### src/rtl/lamp_fpu_sqrt_issue.sv
// lamp_fpu_sqrt_issue
// -------------------
// Request front-end for the bfloat16 square-root unit. A packed operand is
// accepted over a valid/ready handshake, unpacked and classified at capture,
// and a one-cycle doSqrt pulse starts the sqrt stage. The operand fields stay
// frozen until the next accept, because the sqrt stage samples them
// combinationally when it produces its result. The packed result is returned
// over a second valid/ready handshake. Only one operation is in flight.
//
// Optional feature macro: LAMP_SQRT_TIMEOUT_EN
//   When defined, a watchdog counts WAIT cycles. After TIMEOUT_CYCLES WAIT
//   cycles with no sqrt_valid_i, the unit responds with qNaN (16'h7FC0) and
//   rsp_err_o = 1. When undefined, WAIT has no limit and rsp_err_o is 0.
//
// Parameters:
//   TIMEOUT_CYCLES  watchdog limit in WAIT cycles (2..255, timeout build only)
//
// Ports:
//   clk, rst                 clock, synchronous active-high reset
//   req_valid_i/req_ready_o  request handshake
//   req_op_i[15:0]           packed operand {s, e[7:0], f[6:0]}
//   req_inv_i                1 = 1/sqrt(x), 0 = sqrt(x)
//   doSqrt_o                 one-cycle start pulse to the sqrt stage
//   invSqrt_o                registered req_inv_i
//   signum_op_o              operand sign
//   extExp_op_o[7:0]         extended exponent (denormals read as 1)
//   extMant_op_o[7:0]        extended mantissa {hidden, f}
//   isInf/isZero/isSNAN/isQNAN_op_o  operand class flags
//   sqrt_valid_i             sqrt stage result valid
//   sqrt_s_i, sqrt_e_i[7:0], sqrt_f_i[6:0]  sqrt stage result fields
//   rsp_valid_o/rsp_ready_i  response handshake
//   rsp_res_o[15:0]          packed result
//   rsp_err_o                response produced by the watchdog

module lamp_fpu_sqrt_issue #(
    parameter int TIMEOUT_CYCLES = 64
) (
    input  logic        clk,
    input  logic        rst,
    input  logic        req_valid_i,
    output logic        req_ready_o,
    input  logic [15:0] req_op_i,
    input  logic        req_inv_i,
    output logic        doSqrt_o,
    output logic        invSqrt_o,
    output logic        signum_op_o,
    output logic [7:0]  extExp_op_o,
    output logic [7:0]  extMant_op_o,
    output logic        isInf_op_o,
    output logic        isZero_op_o,
    output logic        isSNAN_op_o,
    output logic        isQNAN_op_o,
    input  logic        sqrt_valid_i,
    input  logic        sqrt_s_i,
    input  logic [7:0]  sqrt_e_i,
    input  logic [6:0]  sqrt_f_i,
    output logic        rsp_valid_o,
    input  logic        rsp_ready_i,
    output logic [15:0] rsp_res_o,
    output logic        rsp_err_o
);

    if (TIMEOUT_CYCLES < 2 || TIMEOUT_CYCLES > 255) begin : g_bad_timeout
        $error("TIMEOUT_CYCLES must be in 2..255");
    end

    typedef enum logic [1:0] {
        S_IDLE  = 2'd0,
        S_ISSUE = 2'd1,
        S_WAIT  = 2'd2,
        S_RESP  = 2'd3
    } state_t;

    state_t r_state;
    state_t w_state_nxt;

    logic       w_accept;
    logic       w_sqrt_done;
    logic       w_timeout;

    logic [7:0] w_e;
    logic [6:0] w_f;

    logic       r_inv;
    logic       r_signum;
    logic [7:0] r_ext_exp;
    logic [7:0] r_ext_mant;
    logic       r_is_inf;
    logic       r_is_zero;
    logic       r_is_snan;
    logic       r_is_qnan;
    logic [15:0] r_rsp_res;

    assign w_e = req_op_i[14:7];
    assign w_f = req_op_i[6:0];

    assign w_accept    = (r_state == S_IDLE) && req_valid_i;
    // Only WAIT listens to the sqrt stage; stray, early or post-reset pulses
    // in any other state are dropped.
    assign w_sqrt_done = (r_state == S_WAIT) && sqrt_valid_i;

`ifdef LAMP_SQRT_TIMEOUT_EN
    localparam logic [7:0] LP_WD_LAST = 8'(TIMEOUT_CYCLES - 1);

    logic [7:0] r_wd_cnt;
    logic       r_rsp_err;

    // The counter holds the number of WAIT cycles already completed, so the
    // limit is hit during the TIMEOUT_CYCLES-th WAIT cycle. A real result in
    // that same cycle takes priority.
    assign w_timeout = (r_state == S_WAIT) && !sqrt_valid_i && (r_wd_cnt == LP_WD_LAST);

    always_ff @(posedge clk) begin
        if (rst) begin
            r_wd_cnt <= 8'd0;
        end else if (r_state == S_ISSUE) begin
            r_wd_cnt <= 8'd0;
        end else if (r_state == S_WAIT) begin
            r_wd_cnt <= r_wd_cnt + 8'd1;
        end
    end

    always_ff @(posedge clk) begin
        if (rst) begin
            r_rsp_err <= 1'b0;
        end else if (w_sqrt_done) begin
            r_rsp_err <= 1'b0;
        end else if (w_timeout) begin
            r_rsp_err <= 1'b1;
        end
    end

    assign rsp_err_o = r_rsp_err;
`else
    assign w_timeout = 1'b0;
    assign rsp_err_o = 1'b0;
`endif

    // State register
    always_ff @(posedge clk) begin
        if (rst) begin
            r_state <= S_IDLE;
        end else begin
            r_state <= w_state_nxt;
        end
    end

    // Next-state logic
    always_comb begin
        w_state_nxt = r_state;
        case (r_state)
            S_IDLE:  if (w_accept) w_state_nxt = S_ISSUE;
            S_ISSUE: w_state_nxt = S_WAIT;
            S_WAIT:  if (w_sqrt_done || w_timeout) w_state_nxt = S_RESP;
            S_RESP:  if (rsp_ready_i) w_state_nxt = S_IDLE;
            default: w_state_nxt = S_IDLE;
        endcase
    end

    // Output decode: all handshake outputs come straight from the state
    // register, so req_ready_o has no combinational path from rsp_ready_i.
    always_comb begin
        req_ready_o = 1'b0;
        doSqrt_o    = 1'b0;
        rsp_valid_o = 1'b0;
        case (r_state)
            S_IDLE:  req_ready_o = 1'b1;
            S_ISSUE: doSqrt_o    = 1'b1;
            S_RESP:  rsp_valid_o = 1'b1;
            default: ;
        endcase
    end

    // Operand capture and classification; held until the next accept.
    always_ff @(posedge clk) begin
        if (rst) begin
            r_inv      <= 1'b0;
            r_signum   <= 1'b0;
            r_ext_exp  <= 8'd0;
            r_ext_mant <= 8'd0;
            r_is_inf   <= 1'b0;
            r_is_zero  <= 1'b0;
            r_is_snan  <= 1'b0;
            r_is_qnan  <= 1'b0;
        end else if (w_accept) begin
            r_inv      <= req_inv_i;
            r_signum   <= req_op_i[15];
            // Denormals use the minimum normal exponent with no hidden bit.
            r_ext_exp  <= (w_e == 8'd0) ? 8'd1 : w_e;
            r_ext_mant <= {(w_e != 8'd0), w_f};
            r_is_inf   <= (w_e == 8'hFF) && (w_f == 7'd0);
            r_is_zero  <= (w_e == 8'd0) && (w_f == 7'd0);
            r_is_snan  <= (w_e == 8'hFF) && (w_f != 7'd0) && !w_f[6];
            r_is_qnan  <= (w_e == 8'hFF) && w_f[6];
        end
    end

    // Response capture; held stable through RESP.
    always_ff @(posedge clk) begin
        if (rst) begin
            r_rsp_res <= 16'd0;
        end else if (w_sqrt_done) begin
            r_rsp_res <= {sqrt_s_i, sqrt_e_i, sqrt_f_i};
        end else if (w_timeout) begin
            r_rsp_res <= 16'h7FC0;
        end
    end

    assign invSqrt_o    = r_inv;
    assign signum_op_o  = r_signum;
    assign extExp_op_o  = r_ext_exp;
    assign extMant_op_o = r_ext_mant;
    assign isInf_op_o   = r_is_inf;
    assign isZero_op_o  = r_is_zero;
    assign isSNAN_op_o  = r_is_snan;
    assign isQNAN_op_o  = r_is_qnan;
    assign rsp_res_o    = r_rsp_res;

endmodule
### config.mk
export PLATFORM = sky130hd
export DESIGN_NAME = lamp_fpu_sqrt_issue
export DESIGN_NICKNAME = d
export VERILOG_FILES = /design/src/rtl/lamp_fpu_sqrt_issue.sv
export SDC_FILE = /design/constraint.sdc
export NUM_CORES = 1
export LEC_CHECK = 0
export ABC_CLOCK_PERIOD_IN_PS = 2300
export CAP_MARGIN = 15
export CORE_ASPECT_RATIO = 1.75
export CORE_MARGIN = 4
export CORE_UTILIZATION = 50
export DETAILED_ROUTE_END_ITERATION = 6
export DONT_BUFFER_PORTS = 1
export SYNTH_ARGS = -nofsm -noshare
export SYNTH_HDL_FRONTEND = slang
export SYNTH_SLANG_ARGS = --single-unit
### constraint.sdc
create_clock -name clk -period 2.3 [get_ports clk]
set_input_delay 0.46 -clock clk [delete_from_list [all_inputs] [get_ports clk]]
set_output_delay 0.46 -clock clk [all_outputs]
set_load 0.02 [all_outputs]
==> impl_metrics.tcl <==
set metrics [dict create \
    seqCellArea_um2 801 \
    power.total_mw 1.90 \
    portBuffers 0 \
    dieArea_mm2 0.00418 \
    syn_area_per_cell_um2 8.11 \
    ys_top_cells_by_count "nand2_1 (68), dfxtp_1 (40), a21oi_1 (34)" \
    drv_cap 0 \
    ios 80 \
    worstMarginPinSlew_ns 0.543 \
    fillerInstances 298 \
    finalHoldViolCount 0 \
    clk_path_buf_depth 2 \
    path_delay_family "simple AND/OR/NAND/NOR gates" \
    grt_pass1_vias 1306 \
    worstPathBufferInverterCount 2 \
    clk_pin_slew_ns 0.07 \
    clkSinkCount 40 \
    cts-root-buf "clkbuf_8" \
    wl_um 3590 \
    diodes 0 \
    postCtsHoldBufs 0 \
    min_from "rst" \
    antenna_found_initial 0 \
    area_delta_synth_final_pct 5.66 \
    postSynth.asyncResetShare_pct 0 \
    path_class "flop to flop" \
    leakage_nw 0.591 \
    yosys.area.top_type_share_pct 50.4 \
    cp_common_cell "nand2_1" \
    period_minus_slack_ns 1.68 \
    synth_flop_cell "dfxtp_1" \
    p_switching_mw 0.712 \
    internal_power_mw 1.18 \
    wl_per_cell_um 15.3 \
    synth_area_leader_cell "dfxtp_1" \
    dr_total_vias 1290 \
    fp-row-count 26 \
    firstDrtPassIters 4 \
    grt_overflow_total 0 \
    gp_congestion 0.653 \
    setup_viol 0 \
    crit_path_start_kind "flop" \
    outcome "completed" \
    ys_seq_area_share_pct 50.4 \
    reg2reg_to "extExp_op_o[5]" \
    seqPwrFrac_pct 52.7 \
    htreeDepth 2 \
    yosys_warnings 0 \
    synth_nets 239 \
    min_to "extExp_op_o[1]" \
    numCtsBuffers 5 \
    r2r_cells 6 \
    cts.repair.resized 0 \
    max_stage_delay_ns 0.40 \
    multiInputGateArea_um2 719 \
    synth_seq_cells 40 \
    synthCells 196 \
    holdCritPathClass "input pin to flop" \
    path_cells "inv_1 > ha_1 > nand2_1 > buf_4 > nand2_1 > a21oi_1" \
    relSlewSlack_pct 63.8 \
    p_per_area_mw_per_mm2 1130 \
    synth_edf_count 0 \
    rsz0062_at_grt "no" \
    clock-skew-final_ns 0.00457 \
    ys_top_cells_by_area "dfxtp_1 (50%), nand2_1 (16%), a21oi_1 (11%)" \
    worst_setup_path_end_kind "flop" \
    pwr-share-clk_pct 22.4 \
    fmax_ghz 0.596 \
    grt_max_degree 44 \
    die_h_um 82.6 \
    insertion_delay_ns 0.28 \
    grt_usage_pct 18.2 \
    whs_ns 0.238 \
    post_cts_buffers 0 \
    arrival_ns 1.89 \
    drc 0 \
    dp_hpwl_um 2740 \
    initial_core_util_pct 53.1 \
    final_antenna_net_count 0 \
    fin_nets 236 \
    p_sw_share_pct 37.5 \
    r2r_slack_ns 0.62 \
    critPathMaxFanout 16 \
    slowest_stage "nand2_1" \
    coreArea_mm2 0.00299 \
    netlist_area_mm2 0.00159 \
    via_per_inst 5.49 \
    drive_gt1_share_pct 7.25 \
    fin_setup_tns_ns 0 \
    cts_tree "built" \
    worstPathRequired_ns 2.51 \
    crit_start "r_state[0]" \
    drtIter0Drc 34 \
    fin_crit_sh_pct 73.0 \
    whs_path_depth 1 \
    ir_drop_mv 0.680 \
    r2r-start "r_state[0]" \
    pwr-share-comb_pct 24.9 \
    grt_pass1_wl_um 5760 \
    synth.most_common_cell "nand2_1" \
    dieWidth_um 50.6 \
    synth_cell_types 27 \
    slew_viol_final 0 \
]
stage by stage:
step                      std cells  cell area, µm²  setup WS [ns]  utilization, %
after floorplan                 196            1590          0.843               -
after global placement          228            1600          0.743            53.6
after detailed placement        228            1600          0.621            53.6
after CTS                       235            1680          0.606            56.1
after global routing            235            1680          0.451            56.1
final                           235            1680          0.622            56.1
kinds of logic after synthesis:
kind of cell             Yosys count  share of synthesized area, %
AND/OR/NAND/NOR                   94                          26.2
AO/OA/AOI/OAI                     41                          14.9
flip-flops                        40                          50.4
buffers and inverters             15                          4.41
adder cells (fa/ha/maj)            5                          3.93
other                              1                         0.236
layout make-up:
cell class	instances	area share, %
tap	42	3.13
inverter	2	0.447
clock inverter	1	0.298
sequential	40	47.7
timing repair buffer	3	1.34
multi-input combinational	141	42.8
clock buffer	6	4.32
how the worst max path moves through the flow:
stage / end / slack, ns / cells after the start
global placement: invSqrt_o / 0.74 / 6
detailed placement: extExp_op_o[5] / 0.62 / 6
CTS: extExp_op_o[5] / 0.61 / 6
finish: extExp_op_o[5] / 0.62 / 6
global route: extExp_op_o[5] / 0.45 / 6
floorplan: isSNAN_op_o / 0.84 / 6
power groups by stage:
stage | Clock (mW) | Sequential, mW | Combinational, mW
2_1_floorplan | 0 | 0.991 | 0.403
3_3_place_gp | 0 | 1.01 | 0.454
3_5_place_dp | 0 | 1.02 | 0.480
4_1_cts | 0.442 | 1.00 | 0.481
5_1_grt | 0.468 | 1.01 | 0.549
6_report | 0.424 | 0.999 | 0.473
worst register-to-register path, cell delays in order (launching register included):
cell	delay, ns
dfxtp_1	0.39
inv_1	0.10
ha_1	0.24
nand2_1	0.40
buf_4	0.25
nand2_1	0.06
a21oi_1	0.17
cell usage in the layout (no fill, tap or decap), types with 2 or more instances in the layout:
cell	netlist	final
nor4_2	2	2
nor3b_1	3	3
a21oi_1	34	34
nand4_1	4	4
nand2b_1	3	3
buf_4	1	3
inv_1	2	2
and2_1	2	2
nor3_1	2	2
ha_1	5	5
nor2_1	6	6
dfxtp_1	40	40
nand2_1	68	68
a31o_2	2	2
clkbuf_8	0	5
sequential cells by signal (all words and copies together) (netlist names), 2 cells and up:
name          flops
extMant_op_o      8
extExp_op_o       8
r_state           2
rsp_res_o        16
routing by layer:
metal  wire (µm)  vias to the layer above  GRT usage [%]
met1        1250                      590           17.7
met2        1950                       56           33.6
li1            -                      642              -
met5           0                        -              0
met3         361                        2           7.72
met4          31                        0           7.01
Power figures use the tool's default switching activity.
